## src/rtl/mem_arb_pkg.sv

```systemverilog
// Shared types and default widths for the IF/MEM memory arbiter.
package mem_arb_pkg;
    localparam int unsigned ADDR_WIDTH = 32;
    localparam int unsigned DATA_WIDTH = 32;

    typedef enum logic [1:0] {IDLE, REQ, WAIT} state_e;
    typedef enum logic {OWN_I, OWN_D} owner_e;
endpackage

```

## src/rtl/mem_arbiter_if.sv

```systemverilog
// Single-ported memory request/grant/valid bus seen by the arbiter.
interface mem_arbiter_if #(
    parameter int unsigned ADDR_WIDTH = mem_arb_pkg::ADDR_WIDTH,
    parameter int unsigned DATA_WIDTH = mem_arb_pkg::DATA_WIDTH
);
    logic                  mem_req;
    logic                  mem_we;
    logic [ADDR_WIDTH-1:0] mem_addr;
    logic [DATA_WIDTH-1:0] mem_wdata;
    logic                  mem_gnt;
    logic                  mem_rvalid;
    logic [DATA_WIDTH-1:0] mem_rdata;

    modport master (
        output mem_req, mem_we, mem_addr, mem_wdata,
        input  mem_gnt, mem_rvalid, mem_rdata
    );
    modport slave (
        input  mem_req, mem_we, mem_addr, mem_wdata,
        output mem_gnt, mem_rvalid, mem_rdata
    );
endinterface

```

## src/rtl/mem_arbiter.sv

```systemverilog
// Shares one memory between instruction fetch and data access, one transaction
// in flight; squashed fetches run to completion and are silently dropped.
module mem_arbiter
    import mem_arb_pkg::*;
#(
    parameter int unsigned ADDR_WIDTH = mem_arb_pkg::ADDR_WIDTH,
    parameter int unsigned DATA_WIDTH = mem_arb_pkg::DATA_WIDTH
) (
    input  logic                  clk_i,
    input  logic                  rst_ni,
    input  logic                  i_req_i,
    input  logic [ADDR_WIDTH-1:0] i_addr_i,
    input  logic                  i_flush_i,
    output logic                  i_valid_o,
    output logic [DATA_WIDTH-1:0] i_rdata_o,
    output logic                  i_stall_o,
    input  logic                  d_req_i,
    input  logic                  d_we_i,
    input  logic [ADDR_WIDTH-1:0] d_addr_i,
    input  logic [DATA_WIDTH-1:0] d_wdata_i,
    output logic                  d_valid_o,
    output logic [DATA_WIDTH-1:0] d_rdata_o,
    output logic                  d_stall_o,
    mem_arbiter_if.master         mem
);
    state_e                state_q, state_d;
    owner_e                owner_q, owner_d;
    owner_e                last_owner_q, last_owner_d;
    logic                  discard_q, discard_d;
    logic                  we_q, we_d;
    logic [ADDR_WIDTH-1:0] addr_q, addr_d;
    logic [DATA_WIDTH-1:0] wdata_q, wdata_d;
    logic                  i_elig;

    always_comb begin
        state_d      = state_q;
        owner_d      = owner_q;
        last_owner_d = last_owner_q;
        discard_d    = discard_q;
        we_d         = we_q;
        addr_d       = addr_q;
        wdata_d      = wdata_q;
        i_valid_o    = 1'b0;
        i_rdata_o    = '0;
        d_valid_o    = 1'b0;
        d_rdata_o    = '0;
        i_elig       = i_req_i && !i_flush_i;

        unique case (state_q)
            IDLE: begin
                // D has priority except directly after a D access with a live fetch waiting
                if (d_req_i && !(last_owner_q == OWN_D && i_elig)) begin
                    owner_d = OWN_D;
                    we_d    = d_we_i;
                    addr_d  = d_addr_i;
                    wdata_d = d_wdata_i;
                    state_d = REQ;
                end else if (i_elig) begin
                    owner_d = OWN_I;
                    we_d    = 1'b0;
                    addr_d  = i_addr_i;
                    wdata_d = '0;
                    state_d = REQ;
                end
            end
            REQ: begin
                if (owner_q == OWN_I && i_flush_i) discard_d = 1'b1;
                if (mem.mem_gnt) state_d = WAIT;
            end
            WAIT: begin
                if (owner_q == OWN_I && i_flush_i) discard_d = 1'b1;
                if (mem.mem_rvalid) begin
                    state_d      = IDLE;
                    last_owner_d = owner_q;
                    discard_d    = 1'b0;
                    if (owner_q == OWN_D) begin
                        d_valid_o = 1'b1;
                        d_rdata_o = mem.mem_rdata;
                    end else if (!discard_q && !i_flush_i) begin
                        i_valid_o = 1'b1;
                        i_rdata_o = mem.mem_rdata;
                    end
                end
            end
            default: state_d = IDLE;
        endcase
    end

    always_ff @(posedge clk_i) begin
        if (!rst_ni) begin
            state_q      <= IDLE;
            owner_q      <= OWN_I;
            last_owner_q <= OWN_I;
            discard_q    <= 1'b0;
            we_q         <= 1'b0;
            addr_q       <= '0;
            wdata_q      <= '0;
        end else begin
            state_q      <= state_d;
            owner_q      <= owner_d;
            last_owner_q <= last_owner_d;
            discard_q    <= discard_d;
            we_q         <= we_d;
            addr_q       <= addr_d;
            wdata_q      <= wdata_d;
        end
    end

    assign mem.mem_req   = (state_q == REQ);
    assign mem.mem_we    = (state_q == REQ) && we_q;
    assign mem.mem_addr  = addr_q;
    assign mem.mem_wdata = wdata_q;

    assign i_stall_o = i_req_i && !i_valid_o;
    assign d_stall_o = d_req_i && !d_valid_o;
endmodule

```

## src/flat_wrapper.sv

```systemverilog
// flat-port wrapper written by rule: the top's interface ports become plain ports
module mem_arbiter_flat import mem_arb_pkg::*;
#(
    parameter int unsigned ADDR_WIDTH = mem_arb_pkg::ADDR_WIDTH,
    parameter int unsigned DATA_WIDTH = mem_arb_pkg::DATA_WIDTH
)
  (clk_i, rst_ni, i_req_i, i_addr_i, i_flush_i, i_valid_o, i_rdata_o, i_stall_o, d_req_i, d_we_i, d_addr_i, d_wdata_i, d_valid_o, d_rdata_o, d_stall_o, mem_mem_req, mem_mem_we, mem_mem_addr, mem_mem_wdata, mem_mem_gnt, mem_mem_rvalid, mem_mem_rdata);
  mem_arbiter_if #(.ADDR_WIDTH(ADDR_WIDTH), .DATA_WIDTH(DATA_WIDTH)) mem_i ();
  input  logic clk_i;
  input  logic rst_ni;
  input  logic i_req_i;
  input  logic [ADDR_WIDTH-1:0] i_addr_i;
  input  logic i_flush_i;
  output logic i_valid_o;
  output logic [DATA_WIDTH-1:0] i_rdata_o;
  output logic i_stall_o;
  input  logic d_req_i;
  input  logic d_we_i;
  input  logic [ADDR_WIDTH-1:0] d_addr_i;
  input  logic [DATA_WIDTH-1:0] d_wdata_i;
  output logic d_valid_o;
  output logic [DATA_WIDTH-1:0] d_rdata_o;
  output logic d_stall_o;
  output wire logic [$bits(mem_i.mem_req)-1:0] mem_mem_req;
  output wire logic [$bits(mem_i.mem_we)-1:0] mem_mem_we;
  output wire logic [$bits(mem_i.mem_addr)-1:0] mem_mem_addr;
  output wire logic [$bits(mem_i.mem_wdata)-1:0] mem_mem_wdata;
  input wire logic [$bits(mem_i.mem_gnt)-1:0] mem_mem_gnt;
  input wire logic [$bits(mem_i.mem_rvalid)-1:0] mem_mem_rvalid;
  input wire logic [$bits(mem_i.mem_rdata)-1:0] mem_mem_rdata;
  assign mem_mem_req = mem_i.mem_req;
  assign mem_mem_we = mem_i.mem_we;
  assign mem_mem_addr = mem_i.mem_addr;
  assign mem_mem_wdata = mem_i.mem_wdata;
  assign mem_i.mem_gnt = mem_mem_gnt;
  assign mem_i.mem_rvalid = mem_mem_rvalid;
  assign mem_i.mem_rdata = mem_mem_rdata;
  mem_arbiter #(.ADDR_WIDTH(ADDR_WIDTH), .DATA_WIDTH(DATA_WIDTH)) u_core (.clk_i(clk_i), .rst_ni(rst_ni), .i_req_i(i_req_i), .i_addr_i(i_addr_i), .i_flush_i(i_flush_i), .i_valid_o(i_valid_o), .i_rdata_o(i_rdata_o), .i_stall_o(i_stall_o), .d_req_i(d_req_i), .d_we_i(d_we_i), .d_addr_i(d_addr_i), .d_wdata_i(d_wdata_i), .d_valid_o(d_valid_o), .d_rdata_o(d_rdata_o), .d_stall_o(d_stall_o), .mem(mem_i));
endmodule
```

## config.mk

```make
export PLATFORM = sky130hd
export DESIGN_NAME = mem_arbiter_flat
export DESIGN_NICKNAME = d
export VERILOG_FILES = /design/src/rtl/mem_arb_pkg.sv /design/src/rtl/mem_arbiter_if.sv /design/src/rtl/mem_arbiter.sv /design/src/flat_wrapper.sv
export SDC_FILE = /design/constraint.sdc
export NUM_CORES = 1
export LEC_CHECK = 0
export BUFFER_PORTS_ARGS = -buffer_cell sky130_fd_sc_hd__buf_2
export CAP_MARGIN = 20
export CORE_AREA = 2 2 105 107
export CTS_BUF_LIST = sky130_fd_sc_hd__clkbuf_16
export DETAILED_ROUTE_END_ITERATION = 10
export DIE_AREA = 0 0 107 109
export PLACE_DENSITY_LB_ADDON = 0.12
export SLEW_MARGIN = 20
export SYNTH_ARGS = -nofsm -noshare
export SYNTH_HDL_FRONTEND = slang
export SYNTH_SLANG_ARGS = --single-unit
```

## constraint.sdc

```tcl
create_clock -name clk_i -period 1.45 [get_ports clk_i]
set_input_delay 0 -clock clk_i [delete_from_list [all_inputs] [get_ports clk_i]]
set_output_delay 0 -clock clk_i [all_outputs]
set_load 0.01 [all_outputs]
```

==> impl_summary.txt <==
----------------------------------------------------
[Outcome]
  Result of the run ... finished, violations left
  Violations in the final reports ... negative setup slack

[Synthesis]
  Top cell type's share of synthesized area ... 0.404
  Count of mapped cells out of synthesis ... 402
  Sequential share of the synthesized area ... 0.404
  Post-Synthesis Mean Instance Area ... roughly 8.6 sq um
  Commonest register cell after synthesis ... sky130_fd_sc_hd__dfxtp_1
  Combinational family with the most area after synthesis ... compound AO/OA/AOI/OAI gates
  Fraction of synthesis flops using an asynchronous set or reset pin ... 0
  Warnings, synthesis ... 0
  Fraction of synthesized area in multiplexers ... 0
  Xor/xnor share of the synthesized area ... 0
  Synth Area in Compound Gates ... 0.254
  Top cells by area, synth ... sky130_fd_sc_hd__dfxtp_1 (40%), sky130_fd_sc_hd__and2_1 (12%), sky130_fd_sc_hd__a21oi_1 (9.4%), sky130_fd_sc_hd__a22oi_2 (6.8%), sky130_fd_sc_hd__nor2b_1 (6.1%)
  Post-Synthesis Cell Area ... roughly 0.0035 sq mm
  Unique masters post-synth ... 28
  Area share of and/or/nand/nor cells after synthesis ... 0.250
  Flip-flop and latch count after synthesis ... 70
  Fraction of the mapped netlist area in adder cells ... 0.0180
  Library cell with the largest summed area after synthesis ... sky130_fd_sc_hd__dfxtp_1
  Syn_nets ... 543
  Count of flip-flops with a built-in enable after synthesis ... 0

[Floorplan]
  Vertical die dimension ... 109 um
  Die footprint ... around 0.012 sq mm
  Core outline area ... 0.0106 sq mm
  FP Rows ... 38
  Effective utilization at floorplan ... 0.327
  Floorplan die width ... 107 um
  Boundary pin count ... 270

[Clock network]
  Clock latency on the worst-skew pair ... 0.33 ns
  TritonCTS sink count ... 70
  Reg clk slew, reported paths ... 0.06 ns
  Maximum number of buffers from clock root to sink ... 2
  Clock root buffer master ... sky130_fd_sc_hd__clkbuf_16
  CTS tree ... built
  Number of buffers created by CTS ... 9
  Deepest level of the CTS H-tree ... 3

[Layout]
  Final instance area ... between 0.006 and 0.007 sq mm
  Area growth from synthesis to layout ... 99.1%
  Final layout net count ... 925
  Commonest non-fill, non-tap cell in the layout ... sky130_fd_sc_hd__buf_2
  Top library cells by usage in the layout, fill and taps aside ... sky130_fd_sc_hd__buf_2 (258), sky130_fd_sc_hd__dlygate4sd3_1 (97), sky130_fd_sc_hd__dfxtp_1 (68)
  Share of post-route cells with drive strength above 1 ... 0.501
  Final std cells w/o fill ... 930

[STA]
  Final min period ... ~1.6 ns
  Timing-limited maximum frequency ... 617 MHz
  # setup viols final ... 130
  Worst Skew ... 0.00897 ns
  Final number of max-transition violations ... 0
  RSZ-0062 raised after global routing ... true
  Worst path setup slack after routing ... -0.171 ns
  Worst slew slack as a fraction of its limit ... 0.743
  Slew at the pin with the worst max-slew slack ... 0.385 ns
  Final worst-path cycle share ... 1.12
  Total count of hold-check failures in the final report ... 0

[Worst setup path]
  CP Data Required Time ... 1.66 ns
  Worst Path Class, Setup ... flop to flop
  Type of origin of the critical path ... flop
  Crit-path max FO ... 5
  Delay of the slowest cell on the worst path ... around 0.32 ns
  Most used cell along the critical path ... sky130_fd_sc_hd__buf_6
  Crit path max-delay cell type ... sky130_fd_sc_hd__dfxtp_2
  Arrival time at the worst endpoint ... 1.83 ns
  Category of the worst setup path capture point ... flop
  WP buf/inv ... 6
  Critical Path, Cell by Cell ... inv_2 -> buf_4 -> ha_4 -> buf_6 -> o21ai_4 -> buf_12 -> buf_6 -> buf_6 -> a22oi_2 -> nor2b_1
  Dominant delay contributor by cell family on the critical path ... buffers and inverters

[Run]
  # Max-Cap Violations ... 0

[Drt]
  Antenna-violating nets left ... 0
  Routed wl met3 ... 919 um
  Post-detailed-route DRC marker count ... 0
  First-pass iteration count of the detailed router ... 4
  Violation count after the first detailed-routing iteration ... 162
  Total Routed Length ... about 15000 um
  Highest signal layer in the routed design ... met4
  Routed length per placed instance ... 15.9 um
  Routed wire length on met2 ... slightly below 8000 um
  Number of vias in the routed layout ... 4430
  Sum of routed wire segments on met1 ... 5650 um
  Detail-routed via count per cell ... 4.76

[Power]
  Total design power ... about 0.0094 W
  Sequential fraction of design power ... 0.282
  Leakage power ... 3.37 nW
  Maximum vdd ir drop ... roughly 0.65 mV
  Pwr dens ... 1360 mW/mm^2
  Internal Pwr Total ... 0.00616 W
  Total net switching power ... 0.00323 W
  Fraction of power spent switching nets ... 0.344
  Part of the power in combinational logic ... 0.458
  Clock group share of total power ... 0.260

[GRT]
  Largest net degree at the start of global routing ... 35
  Antenna violations before repair ... 1
  Global route overflow ... 0
  GRT Util Overall ... 0.233
  Via count of the first global-routing pass ... 4276
  Wire length of the first global-routing pass ... 21200 um

[Place]
  Placed standard-cell area ... roughly 0.005 sq mm
  Global placement routability congestion ... 0.724
  Number of instances in the placed design ... 793
  IO buf count ... 269
  Placement-stage worst setup slack ... 0.00248 ns
  HPWL reported at the end of detailed placement ... 8550 um

[Min path]
  Min-Delay Path Class ... input pin to flop

----------------------------------------------------
==> logic make-up (layout without fill, tap and decap cells) <==
kind of cell,count (synthesis),after routing
AND/OR/NAND/NOR,151,151
AO/OA/AOI/OAI,137,137
flip-flops,70,70
buffers and inverters,39,426
adder cells (fa/ha/maj),5,5
other,0,1
==> tightest hold or removal path, cell delays in order <==
cell and delay, ns:
sky130_fd_sc_hd__buf_2 0.12, sky130_fd_sc_hd__nand3_1 0.08, sky130_fd_sc_hd__nand2_1 0.06, sky130_fd_sc_hd__nor2_1 0.03
==> state kept, by name, summed over array words and instances, names as in the netlist <==
signal and cells:
u_core.owner_q 1, u_core.discard_q 1, u_core.mem.mem_addr 32, u_core.mem.mem_wdata 32, u_core.we_q 1, u_core.state_q 2, u_core.last_owner_q 1
==> worst paths after layout <==
path	slack [ns]	cells past startpoint	from	end
min reg2reg	0.52	2	u_core.mem.mem_addr[29]	u_core.mem.mem_addr[29]
max reg2reg	-0.17	10	u_core.state_q[0]	u_core.mem.mem_wdata[3]
min	0.02	4	mem_mem_rvalid	u_core.discard_q
max	-0.17	10	u_core.state_q[0]	u_core.mem.mem_wdata[3]
==> cell type report <==
cell class | instances | area, sq um
diodes | 1 | 2.50
clock buffers | 9 | 225
clock inverters | 7 | 105
fillers | 868 | 3690
inverters | 4 | 15.0
multi-input cells | 293 | 1990
flip-flops and latches | 70 | 1410
well taps | 140 | 175
repair buffers | 406 | 3000
==> synth_stat cells, types with 2 or more instances <==
master,instances
sky130_fd_sc_hd__nor2_1,2
sky130_fd_sc_hd__ha_1,5
sky130_fd_sc_hd__and2_1,66
sky130_fd_sc_hd__nor2b_1,34
sky130_fd_sc_hd__nand2b_1,2
sky130_fd_sc_hd__nand2_1,37
sky130_fd_sc_hd__buf_12,2
sky130_fd_sc_hd__a22oi_1,14
sky130_fd_sc_hd__o21ai_0,34
sky130_fd_sc_hd__buf_6,6
sky130_fd_sc_hd__nor2b_2,4
sky130_fd_sc_hd__buf_2,6
sky130_fd_sc_hd__a21oi_1,65
sky130_fd_sc_hd__inv_1,4
sky130_fd_sc_hd__nand3_1,3
sky130_fd_sc_hd__dfxtp_1,70
sky130_fd_sc_hd__clkbuf_1,16
sky130_fd_sc_hd__buf_4,4
sky130_fd_sc_hd__a22oi_2,19
==> per-stage QoR <==
step	setup TNS (ns)	hold WS, ns	util
finish	-11.33	0.0213	0.652
detailed placement	0	0.245	0.470
floorplan	0	0.134	-
global route	-21.53	0.0134	0.652
global placement	0	0.240	0.470
CTS	-10.95	0.00499	0.624
==> what timing repair did <==
action                                  4_1_cts  5_1_grt
cloned                                        4        5
pin swaps                                    18       26
hold buffers                                 97        0
setup buffers                                 9        9
hold endpoints to repair                     65        0
endpoints found under the setup margin       71      137
gates resized for setup                      34       53
==> power by group through the flow <==
| stage | clock [W] | combinational (W) | sequential [W] |
|---|---|---|---|
| 2_1_floorplan | 0 | 0.00161 | 0.00283 |
| 3_3_place_gp | 0 | 0.00284 | 0.00263 |
| 3_5_place_dp | 0 | 0.00287 | 0.00264 |
| 4_1_cts | 0.00249 | 0.00352 | 0.00262 |
| 5_1_grt | 0.00259 | 0.00462 | 0.00271 |
| 6_report | 0.00244 | 0.00430 | 0.00265 |
==> per-layer routing <==
| layer | track usage | vias to the layer above |
|---|---|---|
| li1 | - | 2134 |
| met1 | 0.253 | 2068 |
| met2 | 0.433 | 206 |
| met3 | 0.0580 | 22 |
| met4 | 0.0918 | 0 |
| met5 | 0 | - |
(Power assumes the default switching activity.)
